`config.mk`:
```
export PLATFORM = sky130hd
export DESIGN_NAME = adder_result_fifo
export DESIGN_NICKNAME = d
export VERILOG_FILES = /design/src/rtl/adder_pkg.sv /design/src/rtl/valid_delay.sv /design/src/rtl/adder_result_fifo.sv
export SDC_FILE = /design/constraint.sdc
export NUM_CORES = 1
export LEC_CHECK = 0
export BUFFER_PORTS_ARGS = -buffer_cell sky130_fd_sc_hd__buf_4
export CAP_MARGIN = 20
export CORE_UTILIZATION = 55
export DETAILED_ROUTE_END_ITERATION = 7
export GPL_ROUTABILITY_DRIVEN = 0
export PLACE_DENSITY = 0.79
export SLEW_MARGIN = 20
export SYNTH_ARGS = -nofsm -noshare
export SYNTH_HDL_FRONTEND = slang
export SYNTH_SLANG_ARGS = --single-unit
```
`constraint.sdc`:
```
create_clock -name clk -period 1.9 [get_ports clk]
set_input_delay 0.095 -clock clk [delete_from_list [all_inputs] [get_ports clk]]
set_output_delay 0.095 -clock clk [all_outputs]
set_load 0.03 [all_outputs]
```
`src/rtl/adder_pkg.sv`:
```
// Shared constants for the adder result FIFO slice.
// The result word is {cout, sum}, so it is one bit wider than the adder.
package adder_pkg;

  localparam int N_DEF     = 4;
  localparam int LAT_DEF   = 2;
  localparam int DEPTH_DEF = 4;
  localparam int RES_W_DEF = N_DEF + 1;

endpackage

```
`src/rtl/valid_delay.sv`:
```
// LAT-stage valid shift line tracking issues in flight through the adder.
// occ counts the set stages and is used for credit accounting.
module valid_delay
  import adder_pkg::*;
#(
  parameter int LAT = LAT_DEF
) (
  input  logic                       clk,
  input  logic                       rst,
  input  logic                       din,
  output logic                       dout,
  output logic [$clog2(LAT+1)-1:0]   occ
);

  localparam int OW = $clog2(LAT + 1);

  logic [LAT-1:0] sr;

  always_ff @(posedge clk) begin
    if (rst) begin
      sr <= '0;
    end else begin
      sr[0] <= din;
      for (int i = 1; i < LAT; i++) begin
        sr[i] <= sr[i-1];
      end
    end
  end

  assign dout = sr[LAT-1];

  always_comb begin
    occ = '0;
    for (int i = 0; i < LAT; i++) begin
      occ = occ + OW'(sr[i]);
    end
  end

endmodule

```
`src/rtl/adder_result_fifo.sv`:
```
// Show-ahead result FIFO behind a fixed-latency adder.
// Issues are credited against free entries so results are never dropped.
module adder_result_fifo
  import adder_pkg::*;
#(
  parameter int N     = N_DEF,
  parameter int LAT   = LAT_DEF,
  parameter int DEPTH = DEPTH_DEF
) (
  input  logic                     clk,
  input  logic                     rst,
  input  logic                     in_valid,
  output logic                     in_ready,
  input  logic [N-1:0]             sum_in,
  input  logic                     cout_in,
  output logic                     out_valid,
  input  logic                     out_ready,
  output logic [N:0]               out_data,
  output logic [$clog2(DEPTH):0]   count,
  output logic                     ovf_err
);

  localparam int AW = $clog2(DEPTH);
  localparam int CW = AW + 1;
  localparam int OW = $clog2(LAT + 1);

  logic [N:0]    mem [DEPTH];
  logic [AW-1:0] wr_ptr;
  logic [AW-1:0] rd_ptr;
  logic [OW-1:0] occ;
  logic          dl_out;
  logic          push;
  logic          issue;
  logic          pop;
  logic          full;
  logic          wr_en;
  logic          drop;

  valid_delay #(.LAT(LAT)) u_dly (
    .clk  (clk),
    .rst  (rst),
    .din  (issue),
    .dout (dl_out),
    .occ  (occ)
  );

  assign push      = dl_out;
  assign in_ready  = (int'(count) + int'(occ)) < DEPTH;
  assign issue     = in_valid && in_ready;
  assign out_valid = count != '0;
  assign out_data  = mem[rd_ptr];
  assign pop       = out_valid && out_ready;
  assign full      = count == CW'(DEPTH);
  // When full, a simultaneous pop frees the slot the push lands in.
  assign wr_en     = push && (!full || pop);
  assign drop      = push && full && !pop;

  always_ff @(posedge clk) begin
    if (wr_en) begin
      mem[wr_ptr] <= {cout_in, sum_in};
    end
  end

  always_ff @(posedge clk) begin
    if (rst) begin
      wr_ptr  <= '0;
      rd_ptr  <= '0;
      count   <= '0;
      ovf_err <= 1'b0;
    end else begin
      if (wr_en) begin
        wr_ptr <= wr_ptr + 1'b1;
      end
      if (pop) begin
        rd_ptr <= rd_ptr + 1'b1;
      end
      unique case ({wr_en, pop})
        2'b10:   count <= count + 1'b1;
        2'b01:   count <= count - 1'b1;
        default: count <= count;
      endcase
      if (drop) begin
        ovf_err <= 1'b1;
      end
    end
  end

endmodule

```
==> results.sh, run 1 <==
export IMPL_postSynthRegisterBits=32
export IMPL_crit_required_ns=2.13
export IMPL_io_pins=20
export IMPL_half_perimeter_wire_length_after_placement_um=1850
export IMPL_maxCapViolCount=0
export IMPL_clk_pin_slew_ns=0.10
export IMPL_post_route_drc_count=0
export IMPL_worst_path_max_fanout=9
export IMPL_buffer_ports_inserted=19
export IMPL_synth_top_cells_by_area="sky130_fd_sc_hd__edfxtp_1 43%, sky130_fd_sc_hd__dfxtp_1 17%, sky130_fd_sc_hd__mux4_2 8.1%"
export IMPL_clock_insertion_delay_worst_skew_ns=0.33
export IMPL_totalWireLength_um=2700
export IMPL_post_synth_top_count_cell="sky130_fd_sc_hd__edfxtp_1"
export IMPL_synthesis_area_per_instance_um2=13.8
export IMPL_vias_per_cell=5.77
export IMPL_syn_nets=116
export IMPL_synthesized_cell_area_mm2=0.00139
export IMPL_cp_start_kind="flop"
export IMPL_ctsHtreeMaxLevel=2
export IMPL_timing_reg2reg_setup_slack_ns=0.05
export IMPL_timing_fmax_mhz=542
export IMPL_cts_made_buffers=5
export IMPL_p_total_uw=1390
export IMPL_synth_ff_type="sky130_fd_sc_hd__edfxtp_1"
export IMPL_finalWorstPathRequiredPeriod_ns=1.85
export IMPL_drtIter0Drc=18
export IMPL_critical_path_class="flop to flop"
export IMPL_die_width_um=52.3
export IMPL_synth_cell_types=31
export IMPL_synth_edf_count=20
export IMPL_run_status="complete, no violations"
export IMPL_effective_utilization_at_floorplan_pct=60.5
export IMPL_insertedDiodeCount=0
export IMPL_num_vias=906
export IMPL_post_route_util_pct=74.3
export IMPL_grt_pass1_wl_um=4280
export IMPL_first_pass_iters=4
export IMPL_fp_dieH_um=52.3
export IMPL_grt_pass1_vias=895
export IMPL_gate_count_after_technology_mapping=101
export IMPL_final_nets=143
export IMPL_cp_data_arrival_time_ns=2.08
export IMPL_rows=17
export IMPL_drt_antenna_violating_nets=0
export IMPL_detail_route_wl_per_cell_um=17.2
export IMPL_tritoncts_num_sinks=32
export IMPL_vdd_drop_max_mv=0.590
export IMPL_cts_root_buf="sky130_fd_sc_hd__clkbuf_4"
export IMPL_timing_clock_skew_ns=0.0112
export IMPL_timing_final_setup_violations=0
export IMPL_design_die_area_mm2=0.00273
export IMPL_final_fill_count=145
export IMPL_worst_slew_margin_rel_pct=67.4
export IMPL_globalRouteOverflowTotal=0
export IMPL_post_cts_resized_instances=0
export IMPL_timing_final_crit_share_pct=97.2
export IMPL_hold_violations=0
export IMPL_ffs_w_async_s_r_synth_pct=0
export IMPL_yosysTopAreaCell="sky130_fd_sc_hd__edfxtp_1"
export IMPL_synth_commonest_cells="20 x sky130_fd_sc_hd__edfxtp_1, 12 x sky130_fd_sc_hd__dfxtp_1, 7 x sky130_fd_sc_hd__nor2_1"
export IMPL_synth_top_area_share_pct=43.2
export IMPL_grt_start_max_net_pins=16
export IMPL_tightestPinTransition_ns=0.482
export IMPL_power_per_cell_area_mw_per_mm2=817
export IMPL_synth_yosys_seq_area_share_pct=60.5
export IMPL_grt_antenna_before_repair=0
export IMPL_track_usage_pct=22.8
export IMPL_final_max_slew_violation_count=0
export IMPL_yosys_warnings=0
export IMPL_area_growth_synth_to_final_pct=23.0
export IMPL_worstHoldPathType="input port to flop"
export IMPL_core_area_mm2=0.00230
export IMPL_leakagePower_uw=0.000657
export IMPL_setup_worst_path_end_class="flop"
export IMPL_cts_path_max_buffers=2
export IMPL_drive_above_1_share_pct=32.6
export IMPL_tritoncts="yes"
==> path summary, 6_finish.rpt <==
check	startpoint	end	depth (start not counted)
setup / recovery	count[0]	count[1]	6
hold / removal	in_valid	u_dly.sr[0]	2
setup reg to reg	count[0]	count[1]	6
hold reg to reg	u_dly.sr[0]	u_dly.sr[1]	1
==> power breakdown <==
group	total [uW]	leakage (uW)	switching [uW]	internal [uW]
combinational	118	0.000327	62.7	54.9
sequential	757	0.000280	10.5	746
clock	520	0.0000497	224	297
total	1390	0.000657	297	1100
==> flip-flops by register name, indices dropped and copies added, names as in the netlist, named ones only <==
signal and count:
mem 20, count 3, rd_ptr 2, u_dly.sr 2
wr_ptr 2, ovf_err 1
==> metal layers <==
layer	vias to the layer above	part of all wire [%]	global-route usage, %
met4	0	1.4	8.33
met2	21	51	37.4
li1	430	-	-
met5	-	0	0
met1	448	44	28.4
met3	7	4.1	6.67
==> through the flow <==
step                area [um2]  setup TNS (ns)  setup WS, ns  hold WS [ns]  cells
global route              1710       -0.000467     -0.000467        0.0109    157
global placement          1550               0         0.155         0.298    142
CTS                       1690               0        0.0619       0.00624    155
floorplan                 1420         -0.0365       -0.0365         0.194    101
detailed placement        1550               0        0.0859         0.300    142
finish                    1710               0        0.0536        0.0137    157
==> layout by cell type (no fill, tap or decap), types with 2 or more instances in the layout <==
cell type | netlist | layout
sky130_fd_sc_hd__dlygate4sd3_1 | 0 | 5
sky130_fd_sc_hd__a21oi_1 | 4 | 4
sky130_fd_sc_hd__and3_1 | 4 | 4
sky130_fd_sc_hd__buf_4 | 0 | 22
sky130_fd_sc_hd__clkbuf_4 | 0 | 5
sky130_fd_sc_hd__nor2_1 | 7 | 7
sky130_fd_sc_hd__nand3_1 | 5 | 4
sky130_fd_sc_hd__edfxtp_1 | 20 | 20
sky130_fd_sc_hd__o31ai_1 | 2 | 2
sky130_fd_sc_hd__clkbuf_8 | 0 | 2
sky130_fd_sc_hd__mux4_2 | 5 | 5
sky130_fd_sc_hd__o2111ai_1 | 2 | 2
sky130_fd_sc_hd__dfxtp_1 | 12 | 9
sky130_fd_sc_hd__o21ai_0 | 2 | 2
sky130_fd_sc_hd__xor2_1 | 4 | 4
sky130_fd_sc_hd__ha_1 | 5 | 5
sky130_fd_sc_hd__inv_1 | 6 | 6
sky130_fd_sc_hd__dfxtp_4 | 0 | 2
==> worst max-delay path, stage by stage (launching register included) <==
cell and delay (ns):
sky130_fd_sc_hd__dfxtp_4 0.39, sky130_fd_sc_hd__or3_4 0.40, sky130_fd_sc_hd__nand3_2 0.07, sky130_fd_sc_hd__fa_1 0.43, sky130_fd_sc_hd__inv_1 0.07, sky130_fd_sc_hd__o2111ai_1 0.12, sky130_fd_sc_hd__a221oi_1 0.28
==> cells by family (layout without fill, tap and decap cells) <==
| family | Yosys count | in the layout | synth area share [%] |
|---|---|---|---|
| muxes | 5 | 5 | 8.11 |
| xor gates and xnor gates | 4 | 4 | 2.52 |
| buffers and inverters | 13 | 41 | 4.50 |
| adders and majority gates | 6 | 6 | 5.95 |
| and+or+nand+nor | 25 | 25 | 10.5 |
| DFF | 32 | 32 | 60.5 |
| AOI/OAI and AO/OA | 16 | 16 | 7.84 |
==> what timing repair did <==
| action | CTS | global route |
|---|---|---|
| setup buffers | 0 | 2 |
| hold endpoints to repair | 20 | 0 |
| hold buffers | 5 | 0 |
| endpoints found under the setup margin | 0 | 1 |
==> cell type report <==
| class | count | area, um2 | area share, % |
|---|---|---|---|
| Inverter | 6 | 22.5 | 1.32 |
| Tap cell | 28 | 35.0 | 2.05 |
| Timing Repair Buffer | 27 | 215 | 12.6 |
| Multi-Input combinational cell | 56 | 495 | 29.0 |
| Clock buffer | 8 | 90.1 | 5.27 |
| Sequential cell | 32 | 850 | 49.7 |
Power figures use the tool's default switching activity.
==> run 2, diff against run 1 <==
--- a/config.mk
+++ b/config.mk
@@ -5,12 +5,14 @@
 export SDC_FILE = /design/constraint.sdc
 export NUM_CORES = 1
 export LEC_CHECK = 0
+export ABC_AREA = 1
 export BUFFER_PORTS_ARGS = -buffer_cell sky130_fd_sc_hd__buf_4
 export CAP_MARGIN = 20
-export CORE_UTILIZATION = 55
+export CORE_UTILIZATION = 54
 export DETAILED_ROUTE_END_ITERATION = 7
 export GPL_ROUTABILITY_DRIVEN = 0
-export PLACE_DENSITY = 0.79
+export HOLD_SLACK_MARGIN = 0.1
+export PLACE_DENSITY = 0.78
 export SLEW_MARGIN = 20
 export SYNTH_ARGS = -nofsm -noshare
 export SYNTH_HDL_FRONTEND = slang
==> run 2 against run 1 <==
- clock power is 33% lower
- sequential power is 15% higher
- die area is 1.4% lower
- critical endpoint is now count[2]
- largest cell class unchanged
- largest power group unchanged
==> results.sh, run 2 <==
export IMPL_design_die_area_mm2=0.00269
export IMPL_insertedDiodeCount=0
export IMPL_tns_ns=0
export IMPL_synth_edf_count=20
export IMPL_max_stage_delay_ns=0.45
export IMPL_worst_slew_margin_rel_pct=69.5
export IMPL_tritoncts_num_sinks=32
export IMPL_largest_register="mem"
export IMPL_drt_antenna_violating_nets=0
export IMPL_timing_fmax_mhz=568
export IMPL_track_usage_pct=23.9
export IMPL_post_route_util_pct=73.0
export IMPL_tritoncts="yes"
export IMPL_die_width_um=51.9
export IMPL_vdd_drop_max_mv=0.695
export IMPL_grt_pass1_wl_um=4380
export IMPL_globalRouteOverflowTotal=0
export IMPL_gate_count_after_technology_mapping=128
export IMPL_timing_final_crit_share_pct=92.7
export IMPL_leakagePower_uw=0.000671
export IMPL_tightestPinTransition_ns=0.456
export IMPL_synth_cell_types=19
export IMPL_synthesized_cell_area_mm2=0.00134
export IMPL_finalWorstPathRequiredPeriod_ns=1.76
export IMPL_grt_antenna_before_repair=0
export IMPL_grt_start_max_net_pins=11
export IMPL_power_per_cell_area_mw_per_mm2=1190
export IMPL_cts_path_max_buffers=2
export IMPL_rows=17
export IMPL_cp_data_arrival_time_ns=1.98
export IMPL_core_area_mm2=0.00228
export IMPL_postLayoutSetupSlackWorst_ns=0.139
export IMPL_grt_pass1_vias=1004
export IMPL_buffer_ports_inserted=19
export IMPL_cp_start_kind="flop"
export IMPL_synth_top_cells_by_area="sky130_fd_sc_hd__edfxtp_1 45%, sky130_fd_sc_hd__dfxtp_1 18%, sky130_fd_sc_hd__nor2_1 6.1%"
export IMPL_post_route_drc_count=0
export IMPL_first_pass_iters=4
export IMPL_synth_top_area_share_pct=44.7
export IMPL_critPathTopFamily="flip-flops"
export IMPL_setup_ws_pre_cts_ns=0.163
export IMPL_detail_route_wl_per_cell_um=13.7
export IMPL_critical_path_class="flop to flop"
export IMPL_path_cells="nor2_4, a21oi_4, nand2_2, fa_1, inv_1, nand4_1, a21oi_1, nor2_1"
export IMPL_final_nets=178
export IMPL_io_pins=20
export IMPL_min_delay_start="out_ready"
export IMPL_layout_top_registers="mem: 20 flops, count: 3 flops"
export IMPL_cts_root_buf="sky130_fd_sc_hd__clkbuf_4"
export IMPL_post_synth_top_count_cell="sky130_fd_sc_hd__nor2_1"
export IMPL_largest_register_ffs=20
export IMPL_synthesis_area_per_instance_um2=10.5
export IMPL_maxCapViolCount=0
export IMPL_ffs_w_async_s_r_synth_pct=0
export IMPL_setup_worst_path_end_class="flop"
export IMPL_worst_path_max_fanout=6
export IMPL_yosysTopAreaCell="sky130_fd_sc_hd__edfxtp_1"
export IMPL_synth_commonest_cells="22 x sky130_fd_sc_hd__nor2_1, 20 x sky130_fd_sc_hd__edfxtp_1, 19 x sky130_fd_sc_hd__inv_1"
export IMPL_syn_nets=143
export IMPL_effective_utilization_at_floorplan_pct=59.0
export IMPL_ctsHtreeMaxLevel=2
export IMPL_postSynthRegisterBits=32
export IMPL_num_vias=993
export IMPL_critical_path_reg2reg_startpoint="count[1]"
export IMPL_hold_violations=0
export IMPL_clk_pin_slew_ns=0.09
export IMPL_startpoint="count[1]"
export IMPL_p_total_uw=1980
export IMPL_fp_dieH_um=51.9
export IMPL_area_growth_synth_to_final_pct=23.6
export IMPL_half_perimeter_wire_length_after_placement_um=1850
export IMPL_clock_insertion_delay_worst_skew_ns=0.32
export IMPL_timing_clock_skew_ns=0.00470
export IMPL_synth_yosys_seq_area_share_pct=62.6
export IMPL_crit_slowest_cell="sky130_fd_sc_hd__dfxtp_1"
export IMPL_crit_required_ns=2.12
export IMPL_drtIter0Drc=37
export IMPL_synth_ff_type="sky130_fd_sc_hd__edfxtp_1"
export IMPL_totalWireLength_um=2630
export IMPL_worstHoldPathType="input port to flop"
export IMPL_cts_made_buffers=5
export IMPL_layout_cells_most_common_list="22 x sky130_fd_sc_hd__nor2_1, 22 x sky130_fd_sc_hd__buf_4, 20 x sky130_fd_sc_hd__edfxtp_1"
export IMPL_final_max_slew_violation_count=0
export IMPL_setup_repair_after_global_routing_missed_its_margin="no"
export IMPL_final_fill_count=171
export IMPL_drive_above_1_share_pct=20.7
export IMPL_critPathBufInv=1
export IMPL_timing_final_setup_violations=0
export IMPL_vias_per_cell=5.17
export IMPL_run_status="complete, no violations"
export IMPL_yosys_warnings=0
==> run 2: changes by cell type in the layout (fill, tap and decap cells not counted), moves of 4 or more <==
cell                      change
sky130_fd_sc_hd__nor2_1      +15
sky130_fd_sc_hd__xor2_1       -4
sky130_fd_sc_hd__and3_1       -4
sky130_fd_sc_hd__mux4_2       -5
sky130_fd_sc_hd__o21ai_0     +14
sky130_fd_sc_hd__o22ai_1      +5
sky130_fd_sc_hd__inv_1       +13
sky130_fd_sc_hd__nand2_1      +7
==> run 2: layout make-up <==
class / count / area, um2 / share of cell area, %
Sequential cell: 32 / 842 / 50.7
Multi-Input combinational cell: 75 / 424 / 25.5
Timing Repair Buffer: 29 / 235 / 14.2
Inverter: 20 / 75.1 / 4.52
Clock buffer: 7 / 45.0 / 2.71
Tap cell: 28 / 35.0 / 2.11
Clock inverter: 1 / 3.75 / 0.226
==> run 2: cells by family after synthesis <==
family	Yosys count	share of synthesized area, %
adders and majority gates	6	6.15
and+or+nand+nor	39	12.8
buffers and inverters	21	5.87
DFF	32	62.6
AOI/OAI and AO/OA	30	12.7
==> run 2: metal layers <==
| layer | up-vias | routed length, um | GRT usage (%) |
|---|---|---|---|
| met5 | - | 0 | 0 |
| met1 | 456 | 1230 | 28.5 |
| li1 | 500 | - | - |
| met3 | 8 | 107 | 9.06 |
| met2 | 29 | 1250 | 37.0 |
| met4 | 0 | 46 | 13.1 |
==> run 2: worst min-delay path: stages <==
cell and delay (ns):
sky130_fd_sc_hd__buf_4 0.08, sky130_fd_sc_hd__nand2_1 0.06, sky130_fd_sc_hd__nand4_1 0.09, sky130_fd_sc_hd__a21oi_1 0.07, sky130_fd_sc_hd__nor2_1 0.09
==> run 2: worst paths after layout <==
path                 end  slack (ns)  cells after the start
min             count[2]        0.21                      5
min reg2reg  u_dly.sr[1]        0.45                      2
max             count[2]        0.14                      8
max reg2reg     count[2]        0.14                      8
==> run 2: report_power, final <==
| group | internal [uW] | switching, uW | total, uW |
|---|---|---|---|
| Combinational | 275 | 491 | 766 |
| Sequential | 804 | 63.7 | 867 |
| Clock | 142 | 208 | 350 |
| Total | 1220 | 763 | 1980 |
==> run 2: timing repair <==
item / 4_1_cts / 5_1_grt
hold endpoints to repair: 22 / 0
gates resized for setup: 0 / 1
endpoints found under the setup margin: 0 / 1
setup buffers: 0 / 0
hold buffers: 7 / 0
==> run 2: through the flow <==
stage / cells / area [um2] / hold WS, ns
2_1_floorplan: 128 / 1340 / 0.166
3_3_place_gp: 177 / 1540 / 0.260
3_5_place_dp: 177 / 1540 / 0.269
4_1_cts: 192 / 1660 / 0.191
5_1_grt: 192 / 1660 / 0.210
6_report: 192 / 1660 / 0.205
